<file path="config.mk">
export PLATFORM = sky130hd
export DESIGN_NAME = divmod31_seq
export DESIGN_NICKNAME = d
export VERILOG_FILES = /design/src/rtl/divmod31_pkg.sv /design/src/rtl/multmod31.sv /design/src/rtl/divmod31_seq.sv
export SDC_FILE = /design/constraint.sdc
export NUM_CORES = 1
export LEC_CHECK = 0
export CAP_MARGIN = 30
export CELL_PAD_IN_SITES_DETAIL_PLACEMENT = 0
export CELL_PAD_IN_SITES_GLOBAL_PLACEMENT = 1
export CORE_MARGIN = 2
export CORE_UTILIZATION = 34
export DETAILED_ROUTE_END_ITERATION = 10
export GPL_ROUTABILITY_DRIVEN = 0
export PLACE_DENSITY = 0.71
export SYNTH_ARGS = -nofsm -noshare
export SYNTH_HDL_FRONTEND = slang
export SYNTH_SLANG_ARGS = --single-unit
</file>
<file path="constraint.sdc">
create_clock -name clk -period 5.5 [get_ports clk]
set_clock_uncertainty 0.2 [all_clocks]
set_input_delay 0.825 -clock clk [delete_from_list [all_inputs] [get_ports clk]]
set_output_delay 0.825 -clock clk [all_outputs]
set_load 0.02 [all_outputs]
</file>
<file path="src/rtl/divmod31_pkg.sv">
// Shared constants and modular-reduction helper for the GF(31) sequential divider.
// Exponent 29 = 31-2 gives B^-1 by Fermat's little theorem.
package divmod31_pkg;

    localparam int             W           = 5;
    localparam logic [W-1:0]   M           = 5'd31;
    localparam logic [W-1:0]   EXP         = 5'd29;
    localparam int             FERMAT_BITS = 5;

    // FSM encoding; the S_ prefix keeps S_EXP clear of the EXP constant
    typedef logic [2:0] state_t;
    localparam logic [2:0] S_IDLE = 3'd0;
    localparam logic [2:0] S_EXP  = 3'd1;
    localparam logic [2:0] S_FIN  = 3'd2;
    localparam logic [2:0] S_CHK  = 3'd3;
    localparam logic [2:0] S_DONE = 3'd4;

    // 2^5 == 1 mod 31, so hi*32+lo folds to hi+lo; one subtract lands in 0..30
    // for any product of two residues (max 900 -> fold sum <= 61).
    function automatic logic [W-1:0] reduce31(input logic [2*W-1:0] p);
        logic [W:0] s;
        s = {1'b0, p[2*W-1:W]} + {1'b0, p[W-1:0]};
        if (s >= {1'b0, M})
            s = s - {1'b0, M};
        return s[W-1:0];
    endfunction

endpackage

</file>
<file path="src/rtl/multmod31.sv">
// Combinational x*y mod 31 for residues 0..30.
module multmod31
    import divmod31_pkg::*;
(
    input  logic [W-1:0] x,
    input  logic [W-1:0] y,
    output logic [W-1:0] p
);

    logic [2*W-1:0] prod;

    assign prod = {{W{1'b0}}, x} * {{W{1'b0}}, y};
    assign p    = reduce31(prod);

endmodule

</file>
<file path="src/rtl/divmod31_seq.sv">
// Sequential Y = A * B^-1 mod 31 via Fermat exponentiation (B^29), then one
// multiply by A. Optional round-trip check enabled by DIVMOD31_SELFCHECK_EN.
//
// state  | meaning
// S_IDLE | in_ready high, waiting for an operand pair
// S_EXP  | 5 square-and-multiply steps over exponent bits, LSB first
// S_FIN  | Y = a*res, zero divisor forces Y=0 and div_err
// S_CHK  | (self-check builds only) verify Y*b == a
// S_DONE | out_valid high, result held until out_ready
module divmod31_seq
    import divmod31_pkg::*;
#(
    parameter bit ZERO_FAST = 1'b0
)
(
    input  logic         clk,
    input  logic         rst_n,
    input  logic         in_valid,
    output logic         in_ready,
    input  logic [W-1:0] A,
    input  logic [W-1:0] B,
    output logic         out_valid,
    input  logic         out_ready,
    output logic [W-1:0] Y,
    output logic         div_err,
    output logic         chk_err
);

    state_t       state, state_nxt;
    logic [W-1:0] a, b, res, base, e;
    logic [2:0]   cnt;
    logic [W-1:0] a_in, b_in;
    logic [W-1:0] m1_x, m1_y, m1_p, m2_p;
    logic         accept;

    assign a_in      = (A == M) ? '0 : A;
    assign b_in      = (B == M) ? '0 : B;
    assign in_ready  = (state == S_IDLE);
    assign out_valid = (state == S_DONE);
    assign accept    = in_valid && in_ready;

    // share the first multiplier between res*base, a*res and the Y*b check
    always_comb begin
        m1_x = res;
        m1_y = base;
        case (state)
            S_FIN: begin
                m1_x = a;
                m1_y = res;
            end
`ifdef DIVMOD31_SELFCHECK_EN
            S_CHK: begin
                m1_x = Y;
                m1_y = b;
            end
`endif
            default: ;
        endcase
    end

    multmod31 u_mul_rb (.x(m1_x), .y(m1_y), .p(m1_p));
    multmod31 u_mul_bb (.x(base), .y(base), .p(m2_p));

    // next-state decode; a zero divisor in fast mode skips straight to FIN
    always_comb begin
        state_nxt = state;
        case (state)
            S_IDLE: if (accept)
                        state_nxt = (ZERO_FAST && b_in == '0) ? S_FIN : S_EXP;
            S_EXP:  if (cnt == '0)
                        state_nxt = S_FIN;
`ifdef DIVMOD31_SELFCHECK_EN
            S_FIN:  state_nxt = (ZERO_FAST && b == '0) ? S_DONE : S_CHK;
            S_CHK:  state_nxt = S_DONE;
`else
            S_FIN:  state_nxt = S_DONE;
`endif
            S_DONE: if (out_ready)
                        state_nxt = S_IDLE;
            default: state_nxt = S_IDLE;
        endcase
    end

    // state register
    always_ff @(posedge clk or negedge rst_n) begin
        if (!rst_n)
            state <= S_IDLE;
        else
            state <= state_nxt;
    end

    // operand capture, exponentiation steps and result registers
    always_ff @(posedge clk or negedge rst_n) begin
        if (!rst_n) begin
            a       <= '0;
            b       <= '0;
            res     <= '0;
            base    <= '0;
            e       <= '0;
            cnt     <= '0;
            Y       <= '0;
            div_err <= 1'b0;
`ifdef DIVMOD31_SELFCHECK_EN
            chk_err <= 1'b0;
`endif
        end else begin
            case (state)
                S_IDLE: if (accept) begin
                    a    <= a_in;
                    b    <= b_in;
                    res  <= 5'd1;
                    base <= b_in;
                    e    <= EXP;
                    cnt  <= 3'(FERMAT_BITS - 1);
                end
                S_EXP: begin
                    if (e[0])
                        res <= m1_p;
                    base <= m2_p;
                    e    <= e >> 1;
                    if (cnt != '0)
                        cnt <= cnt - 3'd1;
                end
                S_FIN: begin
                    Y       <= (b == '0) ? '0 : m1_p;
                    div_err <= (b == '0);
                end
`ifdef DIVMOD31_SELFCHECK_EN
                S_CHK: if (!div_err && m1_p != a)
                    chk_err <= 1'b1;
`endif
                default: ;
            endcase
        end
    end

`ifdef DIVMOD31_SELFCHECK_EN
`ifndef SYNTHESIS
    // flag a failed round trip the moment it is seen
    always_ff @(posedge clk) begin
        if (rst_n && state == S_CHK && !div_err)
            assert (m1_p == a);
    end
`endif
`else
    assign chk_err = 1'b0;
`endif

endmodule

</file>
# [After elaboration in Yosys (flattened, before gate mapping)]
# Cells that the tools add are included.
[totals] register_bits=37 output_inout_bits=9 elab_cells=60 inputBits=14
[op_classes] mux=21 order_cmp=2 n_eq_ne=10 n_addsub=5 mul=2 reduce_logical=11
[ops] cell="$mux 5" count=11
[ops] cell="$pmux 5 s2" count=3
[ops] cell="$mul 5x5->10" count=2
[ops] cell="$mux 3" count=5
[ops] cell="$add 5x5->6" count=2
[ops] cell="$ge 6x5->1 const B" count=2
[ops] cell="$pmux 3 s4" count=1
[ops] cell="$eq 5x5->1 const B" count=2
[ops] cell="$sub 5x5->5 const B" count=2
[ops] cell="$reduce_and 3->1" count=3
[ops] cell="$logic_not 3->1" count=2
[ops] cell="$ne 2x2->1 const B" count=3
[ops] cell="$pmux 3 s2" count=1
[ops] cell="$logic_not 5->1" count=1
[ops] cell="$ne 2x1->1 const B" count=2
[ops] cell="$reduce_and 2->1" count=2
[ops] cell="$eq 3x1->1 const B" count=1
[ops] cell="$eq 3x2->1 const B" count=1
[ops] cell="$eq 3x3->1 const B" count=1
[ops] cell="$reduce_bool 3->1" count=1
[ops] cell="$sub 3x1->3 const B" count=1
[ops] cell="$reduce_bool 2->1" count=1
[ops] cell="$logic_and 1x1->1" count=1

# [Depth between registers and ports, before layout]
[logic_depth] ltp_word=8 mapped_depth=25

# [Modules after synthesis]
# A second synthesis with hierarchy kept.
[unflattened] cells_unflattened=402 area_unflattened_um2=3807.4
[by_module_without_submodules] module="divmod31_seq" area_per_inst_um2=1690.4 cells_each=146 n_inst=1 seq_area_each_um2=925.9
[by_module_without_submodules] module="multmod31 (u_mul_rb)" area_per_inst_um2=1059.8 cells_each=128 n_inst=1 seq_area_each_um2=0.0
[by_module_without_submodules] module="multmod31 (u_mul_bb)" area_per_inst_um2=1057.3 cells_each=128 n_inst=1 seq_area_each_um2=0.0

# [Least setup slack after synthesis]
# Ideal clock, no wire load.
[synth_timing] path_kind="reg-to-reg" start="register state[2]" end="register Y[1]" synth_period_minus_slack_ps=5856 slack_ps=-356 setup_time_ps=138 t_arrival_ps=5518 stages_incl_launch_ff=23 cell_sequence="dfrtp_1 or3b_2 clkbuf_1 clkbuf_1 a31oi_1 fa_1 fa_1 fa_1 inv_1 ha_1 a21oi_1 nor2b_1 o21a_1 nor2_1 xnor2_1 ha_1 nor2b_1 o21ai_0 nor3b_1 nor2_1 a21oi_1 mux2i_1 o21ai_0"
[synth_between] elab_chain_len=7
[synth_rtl] element="start, declared" line_no="divmod31_seq.sv:29" rtl="state_t state, state_nxt;"
[synth_rtl] element="start signal, assigned" line_no="divmod31_seq.sv:89" rtl="state <= state_nxt;"
[synth_rtl] element="$eq 3x2->1 (*)" line_no="divmod31_seq.sv:46, divmod31_seq.sv:107"
[synth_rtl] element="$mux 5" line_no="divmod31_seq.sv:46" rtl="case (state)"
[synth_rtl] element="$mul 5x5->10" line_no="multmod31.sv:12" rtl="assign prod = {{W{1'b0}}, x} * {{W{1'b0}}, y};"
[synth_rtl] element="$add 5x5->6" line_no="divmod31_pkg.sv:22" rtl="s = {1'b0, p[2*W-1:W]} + {1'b0, p[W-1:0]};"
[synth_rtl] element="$sub 5x5->5 / $ge 6x5->1 (equally long branches)" line_no="divmod31_pkg.sv:24, divmod31_pkg.sv:23"
[synth_rtl] element="$mux 5" line_no="divmod31_pkg.sv:23" rtl="if (s >= {1'b0, M})"
[synth_rtl] element="$mux 5" line_no="divmod31_seq.sv:125" rtl="Y <= (b == '0) ? '0 : m1_p;"
[synth_rtl] element="end signal, assigned" line_no="divmod31_seq.sv:125"
[synth_rtl] element="end, declared" line_no="divmod31_seq.sv:24" rtl="output logic [W-1:0] Y,"
# Every way passes the cells marked *; elsewhere a longest branch is shown, timed or not.
# A chain may end at the register's enable or synchronous reset.

# [Worst setup path in the final report]
[layout_timing] start="register state[0]" end="register Y[0]"
# Same word-level chain as after synthesis.

==> impl_metrics.tcl <==
set metrics [dict create \
    status "complete, but fails checks" \
    violations "negative setup slack" \
    cts_made_buffers 5 \
    cap_violations 0 \
    hold_depth 2 \
    seqCellArea_um2 927 \
    cts_buffer_depth 2 \
    hp-class "reg2reg" \
    fill_cells 1040 \
    nets 531 \
    crit_chain "nor3b_4, and3_4, a31oi_4, fa_1, fa_1, fa_1, inv_2, ha_4, a21oi_4, nor2b_2, o21a_1, nor4_2, nor3_2, xnor2_1, ha_2, nor3b_4, nor2_2, a21oi_2, xor2_1, o21ai_0" \
    clock_latency_ns 0.30 \
    drv_slew 0 \
    criticalPathCategory "reg2reg" \
    synth_warnings 0 \
    port_buffers 21 \
    final_cell_mix "67 x nand2_1, 39 x inv_1, 39 x ha_1" \
    die_h_um 106 \
    num_vias 3065 \
    crit_path_end_kind "flip-flop" \
    tightest_slew_ns 0.871 \
    num_antenna_cells 0 \
    ctsHtreeMaxLevel 2 \
    cpMaxStageDelayCell "fa_1" \
    start_util_pct 34.6 \
    final_common_cell "nand2_1" \
    worstPathArrival_ns 5.45 \
    grt_util_all_layers_pct 15.9 \
    clkTransAtPathRegs_ns 0.08 \
    place_inst 587 \
    hpwl_um 6610 \
    numClockSinks 37 \
    syn_to_final_growth_pct 22.0 \
    cts_tree "built" \
    ioPinCount 23 \
    start_kind "flip-flop" \
    routedWlPerCell_um 14.3 \
    antenna_found_initial 0 \
    route.detailed.drc 0 \
    root_buffer "clkbuf_8" \
    pre_cts_ws_ns -0.135 \
    ys_seq_area_share_pct 26.2 \
    syn_nets 499 \
    synth-edff-count 0 \
    core_area_um2 10200 \
    routed_wl_um 8570 \
    rows 37 \
    drt-initial-drc-count 100 \
    cp_num_cells 20 \
    ant_nets 0 \
    netlist_instances 430 \
    holdWs_ns 0.264 \
    ys_types 50 \
    drt_pass1_iterations 4 \
    async_reset_ff_share_pct 100 \
    die_area_um2 11200 \
    fmax_mhz 182 \
    path_common_cell "fa_1" \
    syn_area_um2 3540 \
    die_x_um 106 \
    grt_pass1_vias 3085 \
    fin_crit_ns 5.51 \
    vias_per_cell 5.12 \
    rsz0062_at_grt "true" \
    grt_start_max_net_pins 38 \
    ys_ff_latch 37 \
    grt_pass1_wl_um 14800 \
    crit_buf_inv 1 \
    fin_crit_sh_pct 100 \
    finalHoldViolCount 0 \
    setup_viol 1 \
    multi_input_comb_area_um2 2550 \
    synth_ff_type "dfrtp_1" \
    cp.required_ns 5.44 \
    worst_r2r_path_depth 20 \
    drive_gt1_share_pct 15.6 \
    avgSynthCellArea_um2 8.23 \
    critical-path-top-delay-family "adder cells" \
    ctsHoldBuffers 0 \
    grt.overflow.total 0 \
    slew-limit-headroom_pct 41.8 \
    max_stage_delay_ns 0.53 \
    setup_slack_ns -0.00582 \
    final-instance-count-excl-fill 599 \
    critPathMaxFanout 7 \
]
==> cells in the mapped netlist (2+ instances only) <==
cell type / count / area, µm²
and4_1: 2 / 17.5
nand3_1: 35 / 175
fa_1: 13 / 260
dfrtp_1: 37 / 926
o211ai_1: 2 / 15.0
a22o_1: 5 / 43.8
clkbuf_1: 19 / 71.3
and3_1: 10 / 62.6
o21ai_0: 26 / 130
a21oi_1: 18 / 90.1
nor2_1: 19 / 71.3
xnor2_1: 15 / 131
nor3b_1: 4 / 30.0
a21o_1: 4 / 30.0
a21boi_0: 3 / 22.5
a31o_2: 2 / 17.5
inv_1: 41 / 154
nor2b_1: 6 / 37.5
ha_1: 42 / 526
xor2_1: 5 / 43.8
a31oi_1: 9 / 56.3
o21a_1: 2 / 15.0
mux2i_1: 6 / 60.1
nand2_1: 67 / 251
nor3_1: 4 / 20.0
a221oi_1: 2 / 17.5
o21bai_1: 4 / 30.0
and2_1: 6 / 37.5
==> worst reg2reg max path, delay by kind of cell, from the launching register on <==
kind                     cells  cell delay [ns]
flip-flops                   1             0.43
adder cells (fa/ha/maj)      5             2.16
XOR/XNOR                     2             0.47
buffers and inverters        1             0.04
AO/OA/AOI/OAI                5             0.72
AND/OR/NAND/NOR              7             1.31
==> final timing paths <==
kind                                       from             endpoint  slack, ns
min in group asynchronous                 rst_n   cnt[0]$_DFFE_PN0P_       0.42
setup / recovery           state[0]$_DFFE_PN0P_     Y[0]$_DFFE_PN0N_     -0.006
hold reg to reg                e[3]$_DFFE_PN0P_     e[2]$_DFFE_PN0P_       0.26
hold / removal                 e[3]$_DFFE_PN0P_     e[2]$_DFFE_PN0P_       0.26
setup reg to reg           state[0]$_DFFE_PN0P_     Y[0]$_DFFE_PN0N_     -0.006
max in group asynchronous                 rst_n  base[4]$_DFFE_PN0P_       4.11
==> layer usage <==
| metal | GRT usage [%] | up-vias | wire, µm |
|---|---|---|---|
| li1 | - | 1549 | - |
| met4 | 3.67 | 0 | 72 |
| met2 | 26.7 | 30 | 4060 |
| met1 | 22.4 | 1480 | 4320 |
| met5 | 0 | - | 0 |
| met3 | 1.35 | 6 | 126 |
==> timing repair <==
item / in CTS / in global routing
pin swaps: 0 / 27
setup endpoints to repair: 10 / 13
resized for setup: 3 / 32
setup buffers: 0 / 4
==> cells by family (layout without fill, tap and decap cells) <==
family	count (synthesis)	count (layout)	share of synthesized area, %
and+or+nand+nor	162	162	22.1
AOI/OAI and AO/OA	86	86	15.7
buffers and inverters	62	95	6.69
adders and majority gates	55	55	22.2
DFF	37	37	26.2
xor gates and xnor gates	20	20	4.95
muxes	7	7	2.12
other	1	1	0.106
==> flip-flops by register name, summed over array words and instances (netlist names) <==
signal,count
Y,5
a,5
b,5
base,5
cnt,3
div_err,1
e,5
res,5
state,3
==> layout make-up <==
cell class	instances	area share, %
multi-input cells	331	59.1
flip-flops and latches	37	21.5
repair buffers	46	9.28
well taps	136	3.94
inverters	41	3.57
clock buffers	5	1.59
clock inverters	3	1.01
==> through the flow <==
step / util [%] / TNS [ns] / instance area [µm²]
floorplan: - / 0 / 3600
global placement: 39.6 / -0.00666 / 4050
detailed placement: 39.6 / -0.724 / 4050
CTS: 40.8 / 0 / 4170
global route: 42.2 / -1.93 / 4320
finish: 42.2 / -0.00582 / 4320
Power is left out: the tool's default activity adds up to more than one toggle a clock period on the data nets, which glitch-free logic cannot reach.
